[src/rtl/game_tick_scheduler_if.sv]
// Control/status bundle between game logic and the shared tick scheduler.
interface game_tick_scheduler_if #(
    parameter int unsigned NUM_CH   = 4,
    parameter int unsigned PERIOD_W = 16
);
    localparam int unsigned CH_W = (NUM_CH > 1) ? $clog2(NUM_CH) : 1;

    logic                cfg_we;
    logic [CH_W-1:0]     cfg_ch;
    logic [PERIOD_W-1:0] cfg_period;
    logic                cfg_oneshot;
    logic [NUM_CH-1:0]   start;
    logic [NUM_CH-1:0]   stop;
    logic                base_tick;
    logic [NUM_CH-1:0]   tick;
    logic [NUM_CH-1:0]   running;
    logic [NUM_CH-1:0]   done;

    modport master (
        output cfg_we, cfg_ch, cfg_period, cfg_oneshot, start, stop,
        input  base_tick, tick, running, done
    );

    modport slave (
        input  cfg_we, cfg_ch, cfg_period, cfg_oneshot, start, stop,
        output base_tick, tick, running, done
    );
endinterface

[src/rtl/game_tick_scheduler.sv]
// Shared timebase: one prescaler producing base_tick, plus NUM_CH
// periodic/one-shot channels that count base ticks and emit 1-cycle enables.
module game_tick_scheduler #(
    parameter int unsigned PRESCALE = 50000,
    parameter int unsigned NUM_CH   = 4,
    parameter int unsigned PERIOD_W = 16
) (
    input  logic                 clk_in,
    input  logic                 reset,
    game_tick_scheduler_if.slave bus
);
    localparam int unsigned PCNT_W = (PRESCALE > 1) ? $clog2(PRESCALE) : 1;
    localparam int unsigned CH_W   = (NUM_CH > 1) ? $clog2(NUM_CH) : 1;
    localparam logic [PCNT_W-1:0]   PCNT_LAST  = PCNT_W'(PRESCALE - 1);
    localparam logic [PERIOD_W-1:0] PERIOD_ONE = PERIOD_W'(1);

    typedef enum logic [1:0] {
        ST_IDLE = 2'd0,
        ST_RUN  = 2'd1,
        ST_DONE = 2'd2
    } ch_state_t;

    logic [PCNT_W-1:0]   pcount;
    logic                base_tick_c;
    logic [PERIOD_W-1:0] cfg_period_eff_c;
    logic [NUM_CH-1:0]   cfg_hit_c;

    ch_state_t           state         [NUM_CH];
    ch_state_t           state_nxt     [NUM_CH];
    logic [PERIOD_W-1:0] remaining     [NUM_CH];
    logic [PERIOD_W-1:0] remaining_nxt [NUM_CH];
    logic [PERIOD_W-1:0] period        [NUM_CH];
    logic [PERIOD_W-1:0] period_nxt    [NUM_CH];
    logic [NUM_CH-1:0]   oneshot;
    logic [NUM_CH-1:0]   oneshot_nxt;
    logic [NUM_CH-1:0]   mode;
    logic [NUM_CH-1:0]   mode_nxt;
    logic [NUM_CH-1:0]   tick_q;
    logic [NUM_CH-1:0]   tick_nxt;
    logic [NUM_CH-1:0]   run_dec;
    logic [NUM_CH-1:0]   done_dec;

    // Free-running prescaler, independent of channel activity
    always_ff @(posedge clk_in) begin
        if (reset) begin
            pcount <= '0;
        end else if (pcount == PCNT_LAST) begin
            pcount <= '0;
        end else begin
            pcount <= pcount + PCNT_W'(1);
        end
    end

    assign base_tick_c      = (pcount == PCNT_LAST);
    assign cfg_period_eff_c = (bus.cfg_period == '0) ? PERIOD_ONE : bus.cfg_period;

    // Decode which channel a config write targets; out-of-range indices hit nothing
    always_comb begin
        cfg_hit_c = '0;
        for (int i = 0; i < NUM_CH; i++) begin
            cfg_hit_c[i] = bus.cfg_we && (bus.cfg_ch == CH_W'(i));
        end
    end

    // Channel next-state: stop beats start beats countdown/expiry
    always_comb begin
        for (int i = 0; i < NUM_CH; i++) begin
            state_nxt[i]     = state[i];
            remaining_nxt[i] = remaining[i];
            period_nxt[i]    = period[i];
        end
        oneshot_nxt = oneshot;
        mode_nxt    = mode;
        tick_nxt    = '0;

        for (int i = 0; i < NUM_CH; i++) begin
            if (cfg_hit_c[i]) begin
                period_nxt[i]  = cfg_period_eff_c;
                oneshot_nxt[i] = bus.cfg_oneshot;
            end

            if (bus.stop[i]) begin
                state_nxt[i] = ST_IDLE;
            end else if (bus.start[i]) begin
                // same-cycle config write is visible to the load
                state_nxt[i]     = ST_RUN;
                remaining_nxt[i] = period_nxt[i];
                mode_nxt[i]      = oneshot_nxt[i];
            end else if ((state[i] == ST_RUN) && base_tick_c) begin
                if (remaining[i] > PERIOD_ONE) begin
                    remaining_nxt[i] = remaining[i] - PERIOD_ONE;
                end else begin
                    tick_nxt[i] = 1'b1;
                    if (mode[i]) begin
                        state_nxt[i] = ST_DONE;
                    end else begin
                        remaining_nxt[i] = period_nxt[i];
                    end
                end
            end
        end
    end

    // Channel state, config and tick registers
    always_ff @(posedge clk_in) begin
        if (reset) begin
            for (int i = 0; i < NUM_CH; i++) begin
                state[i]     <= ST_IDLE;
                remaining[i] <= '0;
                period[i]    <= PERIOD_ONE;
            end
            oneshot <= '0;
            mode    <= '0;
            tick_q  <= '0;
        end else begin
            for (int i = 0; i < NUM_CH; i++) begin
                state[i]     <= state_nxt[i];
                remaining[i] <= remaining_nxt[i];
                period[i]    <= period_nxt[i];
            end
            oneshot <= oneshot_nxt;
            mode    <= mode_nxt;
            tick_q  <= tick_nxt;
        end
    end

    // Status flags decoded from the registered channel state
    always_comb begin
        run_dec  = '0;
        done_dec = '0;
        for (int i = 0; i < NUM_CH; i++) begin
            run_dec[i]  = (state[i] == ST_RUN);
            done_dec[i] = (state[i] == ST_DONE);
        end
    end

    assign bus.base_tick = base_tick_c;
    assign bus.tick      = tick_q;
    assign bus.running   = run_dec;
    assign bus.done      = done_dec;
endmodule

[src/flat_wrapper.sv]
// flat-port wrapper written by rule: the top's interface ports become plain ports
module game_tick_scheduler_flat 
#(
    parameter int unsigned PRESCALE = 50000,
    parameter int unsigned NUM_CH   = 4,
    parameter int unsigned PERIOD_W = 16
)
  (clk_in, reset, bus_cfg_we, bus_cfg_ch, bus_cfg_period, bus_cfg_oneshot, bus_start, bus_stop, bus_base_tick, bus_tick, bus_running, bus_done);
  game_tick_scheduler_if #(.NUM_CH(NUM_CH), .PERIOD_W(PERIOD_W)) bus_i ();
  input  logic clk_in;
  input  logic reset;
  input wire logic [$bits(bus_i.cfg_we)-1:0] bus_cfg_we;
  input wire logic [$bits(bus_i.cfg_ch)-1:0] bus_cfg_ch;
  input wire logic [$bits(bus_i.cfg_period)-1:0] bus_cfg_period;
  input wire logic [$bits(bus_i.cfg_oneshot)-1:0] bus_cfg_oneshot;
  input wire logic [$bits(bus_i.start)-1:0] bus_start;
  input wire logic [$bits(bus_i.stop)-1:0] bus_stop;
  output wire logic [$bits(bus_i.base_tick)-1:0] bus_base_tick;
  output wire logic [$bits(bus_i.tick)-1:0] bus_tick;
  output wire logic [$bits(bus_i.running)-1:0] bus_running;
  output wire logic [$bits(bus_i.done)-1:0] bus_done;
  assign bus_i.cfg_we = bus_cfg_we;
  assign bus_i.cfg_ch = bus_cfg_ch;
  assign bus_i.cfg_period = bus_cfg_period;
  assign bus_i.cfg_oneshot = bus_cfg_oneshot;
  assign bus_i.start = bus_start;
  assign bus_i.stop = bus_stop;
  assign bus_base_tick = bus_i.base_tick;
  assign bus_tick = bus_i.tick;
  assign bus_running = bus_i.running;
  assign bus_done = bus_i.done;
  game_tick_scheduler #(.PRESCALE(PRESCALE), .NUM_CH(NUM_CH), .PERIOD_W(PERIOD_W)) u_core (.clk_in(clk_in), .reset(reset), .bus(bus_i));
endmodule
[config.mk]
export PLATFORM = sky130hd
export DESIGN_NAME = game_tick_scheduler_flat
export DESIGN_NICKNAME = d
export VERILOG_FILES = /design/src/rtl/game_tick_scheduler_if.sv /design/src/rtl/game_tick_scheduler.sv /design/src/flat_wrapper.sv
export SDC_FILE = /design/constraint.sdc
export NUM_CORES = 1
export LEC_CHECK = 0
export BUFFER_PORTS_ARGS = -buffer_cell sky130_fd_sc_hd__buf_4
export CAP_MARGIN = 5
export CORE_MARGIN = 1.5
export CORE_UTILIZATION = 40
export CTS_CLUSTER_DIAMETER = 30
export DETAILED_ROUTE_END_ITERATION = 7
export MAX_ROUTING_LAYER = met4
export SYNTH_ARGS = -nofsm -noshare
export SYNTH_HDL_FRONTEND = slang
export SYNTH_SLANG_ARGS = --single-unit
[constraint.sdc]
create_clock -name clk_in -period 2.4 [get_ports clk_in]
set_input_delay 0.48 -clock clk_in [delete_from_list [all_inputs] [get_ports clk_in]]
set_output_delay 0.48 -clock clk_in [all_outputs]
set_load 0.005 [all_outputs]
==> results.py <==
metrics = {
    "logic_synthesis": {
        "ys_ff_latch": 164,
        "synthArstFlopShare": 0,
        "syn_nets": 1050,
        "synth_warnings": 0,
        "synth_top_area_share": 0.404,
        "seq_area_frac_synth": 0.404,
        "synth_area_leaders": "dfxtp_1 (40%), nor2_1 (8.2%), mux2i_1 (7.6%)",
        "yosys.cell_types.count": 66,
        "syn_inst": 1011,
        "yosysMostFrequentCell": "nor2_1",
        "syn_area_per_cell_um2": 8.04,
        "synth-edff-count": 0,
        "synth_top_area_cell": "dfxtp_1",
        "synth_ff_type": "dfxtp_1",
        "synth_common_cells": "nor2_1 (177), dfxtp_1 (164), a21oi_1 (93)",
        "syn-cell-area_mm2": 0.00813,
    },
    "clock_tree": {
        "htreeDepth": 4,
        "cts_tree": "built",
        "clock_latency_ns": 0.43,
        "cts_buffer_depth": 2,
        "cts_root_buf": "clkbuf_16",
        "numCtsBuffers": 17,
        "clk_pin_slew_ns": 0.06,
        "cts-hold-fix-buffers": 0,
        "clock_sinks": 164,
    },
    "sta": {
        "hold_violations": 0,
        "rsz0062_at_grt": "yes",
        "min_period_over_period": 0.965,
        "maxSlewViolCount": 0,
        "min_period_ns": 2.31,
        "timing.fmax_mhz": 432,
        "worst_pin_slew_ns": 0.649,
        "setup_viol": 0,
        "skew_ns": 0.00818,
        "final.setup.tns_ns": 0,
        "relSlewSlack": 0.562,
    },
    "global_routing": {
        "grt.total_usage": 0.208,
        "antenna_found_initial": 1,
        "grt-ovfl-total": 0,
        "grt_pass1_wl_um": 35100,
        "grt_max_degree": 88,
        "grt_pass1_vias": 6844,
    },
    "placement": {
        "gp_congestion": 0.863,
        "dpl.hpwl_um": 14500,
        "port_buffers": 42,
        "place_inst": 1305,
    },
    "worst_setup_path": {
        "critPathRequiredTime_ns": 2.70,
        "startpoint_type": "flip-flop",
        "cp_max_fo": 11,
        "path_class": "flip-flop to flip-flop",
        "end_kind": "flip-flop",
        "crit_arrival_ns": 2.61,
    },
    "worst_hold_path": {
        "min_path_type": "input port to flip-flop",
    },
    "layout": {
        "final_nets": 1100,
        "area_growth_pct": 17.6,
        "final_cells": 1337,
        "fill_cells": 1947,
        "drive_gt1_frac": 0.151,
        "diodes": 0,
    },
    "floorplan": {
        "core_area_mm2": 0.0197,
        "die_x_um": 146,
        "dieArea_mm2": 0.0212,
        "die_y_um": 146,
        "num_io_pins": 43,
        "initial_core_util": 0.412,
        "num_rows": 51,
    },
    "power": {
        "ir_worst_vdd_uv": 461,
        "p_leak_nw": 3.93,
        "powerDensity_mw_per_mm2": 880,
    },
    "drt": {
        "routedWlPerCell_um": 16.0,
        "drtAntennaViolNets": 0,
        "viasPerCell": 5.49,
        "num_vias": 7340,
        "wl_um": 21300,
        "drc": 0,
        "drt_first_pass_iters": 5,
        "drt_iter0_drc": 494,
    },
    "status": {
        "status": "finished clean",
    },
    "job": {
        "maxCapViolations": 0,
    },
}
## per-layer routing
metal | wire, um | track usage | vias to the layer above
met5 | 0 | - | -
met4 | 402 | 0.0633 | 0
met3 | 823 | 0.0379 | 29
met2 | 9770 | 0.316 | 155
met1 | 10300 | 0.280 | 3448
li1 | - | - | 3708
## metrics by stage
stage	power (mW)	area [um2]	worst slack, ns	utilization	hold WS (ns)
6_report	8.41	9560	0.0852	0.485	0.238
5_1_grt	8.92	9560	-0.0124	0.485	0.238
4_1_cts	8.34	9470	0.0936	0.480	0.228
3_5_place_dp	5.69	8910	0.111	0.452	0.433
3_3_place_gp	5.69	8910	0.153	0.452	0.423
2_1_floorplan	4.90	8130	0.226	-	0.413
## placed cells by master (no fill, tap or decap), drive strengths merged, types with 7 or more instances in the layout
cell,count
a21oi,100
a31oi,7
and3,18
buf,90
clkbuf,22
dfxtp,164
ha,9
inv,19
mux2i,62
nand2,51
nand2b,8
nand3,32
nand4,7
nor2,179
nor2b,13
nor3,40
nor3b,8
nor4,29
o21ai,98
o22ai,9
or2,8
or3,7
or4,9
xnor2,7
## final cells by class
class / count / area [um2] / share of cell area
multi-input combinational: 769 / 4600 / 0.481
sequential: 164 / 3280 / 0.344
timing repair buffer: 90 / 713 / 0.0746
clock buffer: 22 / 454 / 0.0475
tap: 265 / 332 / 0.0347
clock inverter: 8 / 105 / 0.0110
inverter: 19 / 71.3 / 0.00746
## critical path, cell delays in order, from the launching register on
cell and delay [ns]:
dfxtp_1 0.35, or4_1 0.60, nor4_4 0.23, buf_4 0.20
nand3_4 0.09, a21oi_4 0.32, buf_4 0.23, a211o_1 0.12
a21oi_2 0.05
## sequential cells by signal, summed over array words and instances, names as in the netlist
| signal | flops |
|---|---|
| u_core.bus.tick | 4 |
| u_core.state | 8 |
| u_core.oneshot | 4 |
| u_core.mode | 4 |
| u_core.pcount | 16 |
| u_core.period | 64 |
| u_core.remaining | 64 |
## where the power goes
part / switching [mW] / total, mW / internal (mW)
Combinational: 1.65 / 2.73 / 1.08
Sequential: 0.150 / 3.04 / 2.89
Clock: 1.09 / 2.64 / 1.55
## cell families (layout without fill, tap and decap cells)
group,Yosys count,after routing,share of synthesized area
flops,164,164,0.404
simple gates,422,422,0.259
mux,65,65,0.0805
buf+inv,79,139,0.0406
compound gates,259,260,0.188
xor+xnor,13,13,0.0140
fa+ha+maj,9,9,0.0139
## worst paths after layout
kind                                 from  slack [ns]                 endpoint  cells past startpoint
setup reg to reg  u_core.remaining[0][36]        0.09  u_core.remaining[0][37]                      8
hold reg to reg          u_core.pcount[0]        0.44         u_core.pcount[0]                      1
hold / removal                bus_stop[1]        0.24       u_core.state[1][0]                      2
setup / recovery  u_core.remaining[0][36]        0.09  u_core.remaining[0][37]                      8
## repair_timing
action                     CTS  global route
buffers inserted             0             1
setup endpoints to repair    0            53
gates resized for setup      0            14
No activity file was read; power rests on OpenSTA's default activity.
